### src/rtl/uart_report_encoder.sv
// uart_report_encoder: snapshots the active mode's value on a report
// trigger and streams it as an ASCII line into the UART TX FIFO.
module uart_report_encoder #(
    parameter int MAX_LEN = 15
) (
    input  logic       clk,
    input  logic       rst,
    input  logic       i_trigger,
    input  logic [1:0] i_mode,
    input  logic [4:0] i_hour,
    input  logic [5:0] i_min,
    input  logic [5:0] i_sec,
    input  logic [6:0] i_cent,
    input  logic [8:0] i_dist,
    input  logic [7:0] i_temp,
    input  logic [7:0] i_humi,
    input  logic       tx_full,
    output logic       push,
    output logic [7:0] tx_data,
    output logic       o_busy,
    output logic       o_drop
);

    localparam int IW = $clog2(MAX_LEN + 1);

    typedef enum logic [1:0] {
        S_IDLE,
        S_LOAD,
        S_SEND
    } state_t;

    state_t          state_q;
    logic [IW-1:0]   idx_q;
    logic [IW-1:0]   last_idx;
    logic            busy_q;
    logic            drop_q;

    logic [1:0]      mode_q;
    logic [4:0]      hour_q;
    logic [5:0]      min_q;
    logic [5:0]      sec_q;
    logic [6:0]      cent_q;
    logic [8:0]      dist_q;
    logic [7:0]      temp_q;
    logic [7:0]      humi_q;

    logic [7:0][3:0] dig_d;
    logic [7:0][3:0] dig_q;

    // Two decimal digits {tens, ones}, clamped at 99.
    function automatic logic [7:0] two_dig(input logic [7:0] v);
        logic [7:0] s;
        s = (v > 8'd99) ? 8'd99 : v;
        return {4'(s / 8'd10), 4'(s % 8'd10)};
    endfunction

    function automatic logic [7:0] asc(input logic [3:0] d);
        return 8'h30 + {4'h0, d};
    endfunction

    // Decimal digits of the snapshot, ordered as they appear in the line.
    always_comb begin
        dig_d = '0;
        unique case (mode_q)
            2'd0, 2'd1: begin
                {dig_d[0], dig_d[1]} = two_dig(8'(hour_q));
                {dig_d[2], dig_d[3]} = two_dig(8'(min_q));
                {dig_d[4], dig_d[5]} = two_dig(8'(sec_q));
                {dig_d[6], dig_d[7]} = two_dig(8'(cent_q));
            end
            2'd2: begin
                dig_d[0] = 4'(dist_q / 9'd100);
                dig_d[1] = 4'((dist_q / 9'd10) % 9'd10);
                dig_d[2] = 4'(dist_q % 9'd10);
            end
            2'd3: begin
                {dig_d[0], dig_d[1]} = two_dig(temp_q);
                {dig_d[2], dig_d[3]} = two_dig(humi_q);
            end
        endcase
    end

    // Index of the final LF for the latched mode.
    always_comb begin
        last_idx = IW'(14);
        unique case (mode_q)
            2'd0, 2'd1: last_idx = IW'(14);
            2'd2:       last_idx = IW'(9);
            2'd3:       last_idx = IW'(10);
        endcase
    end

    assign push = (state_q == S_SEND) & ~tx_full;

    // Byte selection from the registered digits; zero outside SEND.
    always_comb begin
        tx_data = 8'h00;
        if (state_q == S_SEND) begin
            unique case (mode_q)
                2'd0, 2'd1: begin
                    case (idx_q)
                        IW'(0):  tx_data = mode_q[0] ? "W" : "S";
                        IW'(1):  tx_data = " ";
                        IW'(2):  tx_data = asc(dig_q[0]);
                        IW'(3):  tx_data = asc(dig_q[1]);
                        IW'(4):  tx_data = ":";
                        IW'(5):  tx_data = asc(dig_q[2]);
                        IW'(6):  tx_data = asc(dig_q[3]);
                        IW'(7):  tx_data = ":";
                        IW'(8):  tx_data = asc(dig_q[4]);
                        IW'(9):  tx_data = asc(dig_q[5]);
                        IW'(10): tx_data = ".";
                        IW'(11): tx_data = asc(dig_q[6]);
                        IW'(12): tx_data = asc(dig_q[7]);
                        IW'(13): tx_data = 8'h0D;
                        IW'(14): tx_data = 8'h0A;
                        default: tx_data = 8'h00;
                    endcase
                end
                2'd2: begin
                    case (idx_q)
                        IW'(0):  tx_data = "D";
                        IW'(1):  tx_data = " ";
                        IW'(2):  tx_data = asc(dig_q[0]);
                        IW'(3):  tx_data = asc(dig_q[1]);
                        IW'(4):  tx_data = asc(dig_q[2]);
                        IW'(5):  tx_data = " ";
                        IW'(6):  tx_data = "c";
                        IW'(7):  tx_data = "m";
                        IW'(8):  tx_data = 8'h0D;
                        IW'(9):  tx_data = 8'h0A;
                        default: tx_data = 8'h00;
                    endcase
                end
                2'd3: begin
                    case (idx_q)
                        IW'(0):  tx_data = "T";
                        IW'(1):  tx_data = " ";
                        IW'(2):  tx_data = asc(dig_q[0]);
                        IW'(3):  tx_data = asc(dig_q[1]);
                        IW'(4):  tx_data = " ";
                        IW'(5):  tx_data = "H";
                        IW'(6):  tx_data = " ";
                        IW'(7):  tx_data = asc(dig_q[2]);
                        IW'(8):  tx_data = asc(dig_q[3]);
                        IW'(9):  tx_data = 8'h0D;
                        IW'(10): tx_data = 8'h0A;
                        default: tx_data = 8'h00;
                    endcase
                end
            endcase
        end
    end

    // Control FSM: snapshot on trigger, load digits, stream bytes.
    always_ff @(posedge clk or negedge rst) begin
        if (!rst) begin
            state_q <= S_IDLE;
            idx_q   <= '0;
            busy_q  <= 1'b0;
            drop_q  <= 1'b0;
            mode_q  <= '0;
            hour_q  <= '0;
            min_q   <= '0;
            sec_q   <= '0;
            cent_q  <= '0;
            dist_q  <= '0;
            temp_q  <= '0;
            humi_q  <= '0;
            dig_q   <= '0;
        end else begin
            drop_q <= i_trigger && (state_q != S_IDLE);
            unique case (state_q)
                S_IDLE: begin
                    if (i_trigger) begin
                        mode_q  <= i_mode;
                        hour_q  <= i_hour;
                        min_q   <= i_min;
                        sec_q   <= i_sec;
                        cent_q  <= i_cent;
                        dist_q  <= i_dist;
                        temp_q  <= i_temp;
                        humi_q  <= i_humi;
                        idx_q   <= '0;
                        busy_q  <= 1'b1;
                        state_q <= S_LOAD;
                    end
                end
                S_LOAD: begin
                    dig_q   <= dig_d;
                    state_q <= S_SEND;
                end
                S_SEND: begin
                    if (push) begin
                        if (idx_q == last_idx) begin
                            idx_q   <= '0;
                            busy_q  <= 1'b0;
                            state_q <= S_IDLE;
                        end else begin
                            idx_q <= idx_q + IW'(1);
                        end
                    end
                end
                default: state_q <= S_IDLE;
            endcase
        end
    end

    assign o_busy = busy_q;
    assign o_drop = drop_q;

endmodule

### config.mk
export PLATFORM = sky130hd
export DESIGN_NAME = uart_report_encoder
export DESIGN_NICKNAME = d
export VERILOG_FILES = /design/src/rtl/uart_report_encoder.sv
export SDC_FILE = /design/constraint.sdc
export NUM_CORES = 1
export LEC_CHECK = 0
export ABC_AREA = 1
export BUFFER_PORTS_ARGS = -buffer_cell sky130_fd_sc_hd__buf_4
export CORE_MARGIN = 1
export CORE_UTILIZATION = 45
export DETAILED_ROUTE_END_ITERATION = 12
export GPL_ROUTABILITY_DRIVEN = 1
export PLACE_DENSITY = 0.61
export SYNTH_ARGS = -nofsm -noshare
export SYNTH_HDL_FRONTEND = slang
export SYNTH_SLANG_ARGS = --single-unit
### constraint.sdc
create_clock -name clk -period 6.35 [get_ports clk]
set_input_delay 0.3175 -clock clk [delete_from_list [all_inputs] [get_ports clk]]
set_output_delay 0.3175 -clock clk [all_outputs]
set_load 0.05 [all_outputs]
* Yosys cells after proc, flatten, opt, wreduce, memory -nomap -nowiden
Cells that the tools add are included.
Operators by class: $add $sub $neg 9, divide/modulo/power cells 16, order comparisons 3, equal/unequal tests 23, muxes and demuxes 25, bitwise gates (word level) 2, reductions and logical operators 14
Operator list (number):
- $pmux W7 S9 | 2
- $pmux W7 S14 | 1
- $add A6 B4 Y7 const A | 8
- $pmux W12 S3 | 1
- $eq A4 B4 Y1 const B | 7
- $div A8 B4 Y8 const B | 3
- $mod A8 B4 Y8 const B | 3
- $mux W8 | 3
- $pmux W8 S3 | 1
- $mod A9 B4 Y9 const B | 2
- $div A6 B4 Y8 const B | 2
- $eq A4 B3 Y1 const B | 4
- $gt A8 B7 Y1 const B | 2
- $mod A6 B4 Y8 const B | 2
- $mux W16 | 1
- $pmux W4 S2 | 2
- $mux W4 | 3
- $pmux W4 S3 | 1
- $div A9 B4 Y9 const B | 1
- $div A9 B7 Y9 const B | 1
- $div A5 B4 Y8 const B | 1
- $eq A4 B2 Y1 const B | 2
- $mod A5 B4 Y8 const B | 1
- $gt A7 B7 Y1 const B | 1
- 24 further kinds | 37
Word-level totals: register bits 91, input bits 55, output and inout bits 11

* Logic depth before layout (Yosys ltp)
depth after elaboration 7, depth in mapped cells 39, gate-level depth less buffers 39

* Worst setup path after synthesis
No wires, ideal clock.
path kind flip-flop to output port, start point register idx_q[3], end point output tx_data[1], data arrival time 3.768 ns, required time 6.032 ns, slack 2.264 ns, cell stages (with the launch flop) 7, buffers on the path 1, path through dfrtp_1 clkbuf_1 nor2_1 nand2_1 o21ai_0 a211oi_1 a2111oi_0
Between the ends: cells in the longest elaborated chain, start to end 5
RTL lines:
- from (decl) | line 33 | logic [IW-1:0] idx_q;
- from (signal assigned) | line 200 | idx_q <= idx_q + IW'(1);
- $eq A4 B3 Y1 or $eq A4 B1 Y1 (tied branches) | line 101, 121, 136
- $reduce_or A2 Y1 (no source line) or $reduce_or A3 Y1 (tied branches)
- $pmux W7 S14, or another cell as far along | line 101 | case (idx_q)
- $pmux W8 S3 (*) | line 99 | unique case (mode_q)
- $mux W8 (*) | line 98 | if (state_q == S_SEND) begin
- to (decl) | line 19 | output logic [7:0] tx_data,
Every way passes the cells marked *; elsewhere a longest branch is shown, timed or not. The select of a mux whose other input is x is not followed.

* Final worst setup path
start point register mode_q[1], end point register dig_q[5] (netlist bit)
Between the ends: cells in the longest elaborated chain, start to end 3
RTL lines:
- from (decl) | line 38 | logic [1:0] mode_q;
- from (signal assigned) | line 176 | mode_q <= i_mode;
- $eq A2 B1 Y1 or $logic_not A2 Y1 (tied branches) | line 64 | unique case (mode_q)
- $reduce_or A2 Y1 | line 64
- $pmux W12 S3 (*) | line 64
- to (signal assigned) | line 190 | dig_q <= dig_d;
- to (decl) | line 48 | logic [7:0][3:0] dig_q;
Every way passes the cells marked *; elsewhere a longest branch is shown, timed or not. A chain may end at the register's enable or synchronous reset.

==> metrics.cfg <==
[status]
status=completed

[detailed_routing]
dr.pass1.iters=7
ant_nets=0
drc=0
vias_per_cell=5.24
wl_mm=16.2
dr.first_iter.drc_count=390
vias=5995
wl_per_cell_um=14.2

[setup_path]
reg2reg_depth=25
crit_path_frequent_cell=nand2_2
critPathSlowestCell=dfrtp_1
r2r-end=dig_q[5]
worst-path-buf-inv=6
worst_setup_path_end_kind=register
crit_arrival_ns=4.34
r2r_start=mode_q[1]
reg2reg_slack_ns=2.24
max_stage_delay_ns=0.63
worstSetupStartpoint=mode_q[1]
path_depth=25
crit_type=reg -> reg
start_kind=register
crit_path_end=dig_q[5]
cpLargestDelayFamily=simple AND/OR/NAND/NOR gates
required_ns=6.58
cp_max_fo=15

[synthesis]
ys_ff_latch=90
synthCells=908
ys.flop_type=dfrtp_1
synthTopCellsByArea=dfrtp_1 36%, nand2_1 15%, inv_1 7.4%
synth_seq_area_share=0.356
syn_area_um2=6330
synth_nets=978
yosys.area.top_type=dfrtp_1
synth_cell_types=56
ys_warn_count=0
synth_top_area_share=0.356
synth_enable_flop_cells=0
syn_avg_cell_area_um2=6.97
async_reset_ff_frac=1.00

[layout]
drive_above_1_share=0.156
final_cell_mix=251 x nand2_1, 124 x inv_1, 93 x o21ai_0, 90 x dfrtp_1, 70 x nor2_1
syn_to_final_growth_pct=15.0
nFillCells=1361
diodes=0
final_common_cell=nand2_1
nets=1034
multi_input_area_um2=3440
seqCellArea_um2=2250

[clocking]
htreeDepth=3
numCtsBuffers=9
clock-sinks=90
clock_latency_ns=0.35
cts_buffer_depth=2
cts_tree=built
clk_pin_slew_ns=0.07
root_buffer=clkbuf_16
cts_resized=0

[timing]
slew_violations=0
hold_violations=0
max-slew-margin-rel=0.426
fmax_mhz=243
worstMarginPinSlew_ns=0.840
finalSetupViolCount=0
period_minus_slack_ns=4.11
grt_setup_unrepaired=no
fin_skew_ns=0.00834
setup_tns_ns=0
fin_crit_sh=0.647

[floorplanning]
fp.dieH_um=121
start_util=0.469
core_area_um2=13500
ios=66
rows=42
die_area_um2=14600
die_x_um=121

[flow_run]
drv_cap=0

[placement]
io_buffer_count=64
routabilityCongestion=0.901
hpwlAfterDp_mm=12.3

[global_routing]
gr-total-overflow=0
grt_max_degree=66
grt_pass1_vias=5516
grt_first_pass_wirelength_mm=26.9
grtUsageTotal=0.236
antenna_found_initial=0

[hold_path]
holdCritPathClass=in -> reg

-- cell type report --
cell class,instances,share of cell area
tap,176,0.0303
sequential,90,0.309
clock inverter,6,0.0124
multi-input combinational,652,0.472
inverter,142,0.0734
timing repair buffer,69,0.0715
clock buffer,9,0.0309
-- what timing repair did --
action,in CTS,in global routing
hold buffers,1,0
setup buffers,0,0
hold endpoints to repair,25,0
-- state kept, by name, indices dropped and copies added, names as in the netlist --
name	count
temp_q	8
dist_q	9
idx_q	4
mode_q	2
o_drop	1
cent_q	7
dig_q	31
sec_q	6
hour_q	5
min_q	6
state_q	2
humi_q	8
o_busy	1
-- how the worst min path moves through the flow --
stage,depth (start not counted),start,slack [ns],end
floorplan,0,rst,0.02,cent_q[0]
detailed placement,1,rst,0.26,sec_q[3]
CTS,3,i_cent[1],0.14,cent_q[1]
global route,3,i_cent[0],0.15,cent_q[0]
finish,3,i_humi[2],0.15,humi_q[2]
global placement,1,rst,0.26,sec_q[3]
-- metrics by stage --
stage	std cells	worst slack (ns)	instance area [µm²]	hold WS, ns	util
6_report	1144	2.24	7280	0.155	0.539
5_1_grt	1144	1.81	7280	0.149	0.539
4_1_cts	1144	2.32	7280	0.141	0.539
3_5_place_dp	1128	2.34	6950	0.265	0.515
3_3_place_gp	1128	2.33	6950	0.261	0.515
2_1_floorplan	908	2.26	6330	0.0219	-
-- worst reg2reg max path: stages (launching register included) --
cell,delay (ns)
dfrtp_1,0.63
inv_1,0.34
nor2_4,0.42
inv_1,0.36
o21ai_0,0.32
nand2_1,0.12
o21ai_2,0.11
inv_1,0.09
nand3_2,0.09
nand2_2,0.05
nand2_2,0.08
xor2_2,0.19
clkinv_1,0.10
nand2_2,0.08
nand2_2,0.07
nand2_1,0.07
nand2_2,0.08
inv_2,0.10
ha_1,0.14
inv_1,0.04
nor2_1,0.17
nor2_4,0.07
nand2_2,0.08
nand2_1,0.05
nand3_1,0.06
nand2_1,0.07
-- Yosys cell counts (3+ instances only) --
cell type    n
buf_4        4
inv_2       13
or2_2        5
o21ai_1      9
a31oi_1      5
o21ai_0     93
nand2_4      6
a21oi_1     23
nand3_1     40
o211ai_1    15
o21ai_2      5
nor2_4       3
o31ai_1      3
o22ai_1     13
xor2_1      16
clkbuf_1    16
nand2_2     19
nor3_1      10
a22oi_1      3
a2111oi_0    6
ha_1        15
a221oi_1     3
nand4_1      4
nor2_1      70
clkinv_1     3
nand3_2      4
inv_1      125
buf_2        3
dfrtp_1     90
nand2_1    251
-- per-layer routing --
| layer | share of wire | global-route usage | vias to the layer above |
|---|---|---|---|
| li1 | - | - | 3060 |
| met1 | 0.47 | 0.317 | 2769 |
| met2 | 0.48 | 0.394 | 148 |
| met3 | 0.039 | 0.0377 | 18 |
| met4 | 0.012 | 0.0610 | 0 |
| met5 | 0 | 0 | - |
-- cell families (layout without fill, tap and decap cells) --
family                   after synthesis  after routing  synth area share
flip-flops                            90             90             0.356
adder cells (fa/ha/maj)               15             15            0.0296
AND/OR/NAND/NOR                      420            420             0.294
buffers and inverters                166            226             0.102
XOR/XNOR                              19             19            0.0275
other                                  1              1          0.000592
AO/OA/AOI/OAI                        196            196             0.189
multiplexers                           1              1           0.00158
Power is not shown: default switching activity piles up to over one toggle a cycle in this logic, so the estimate is an artifact.
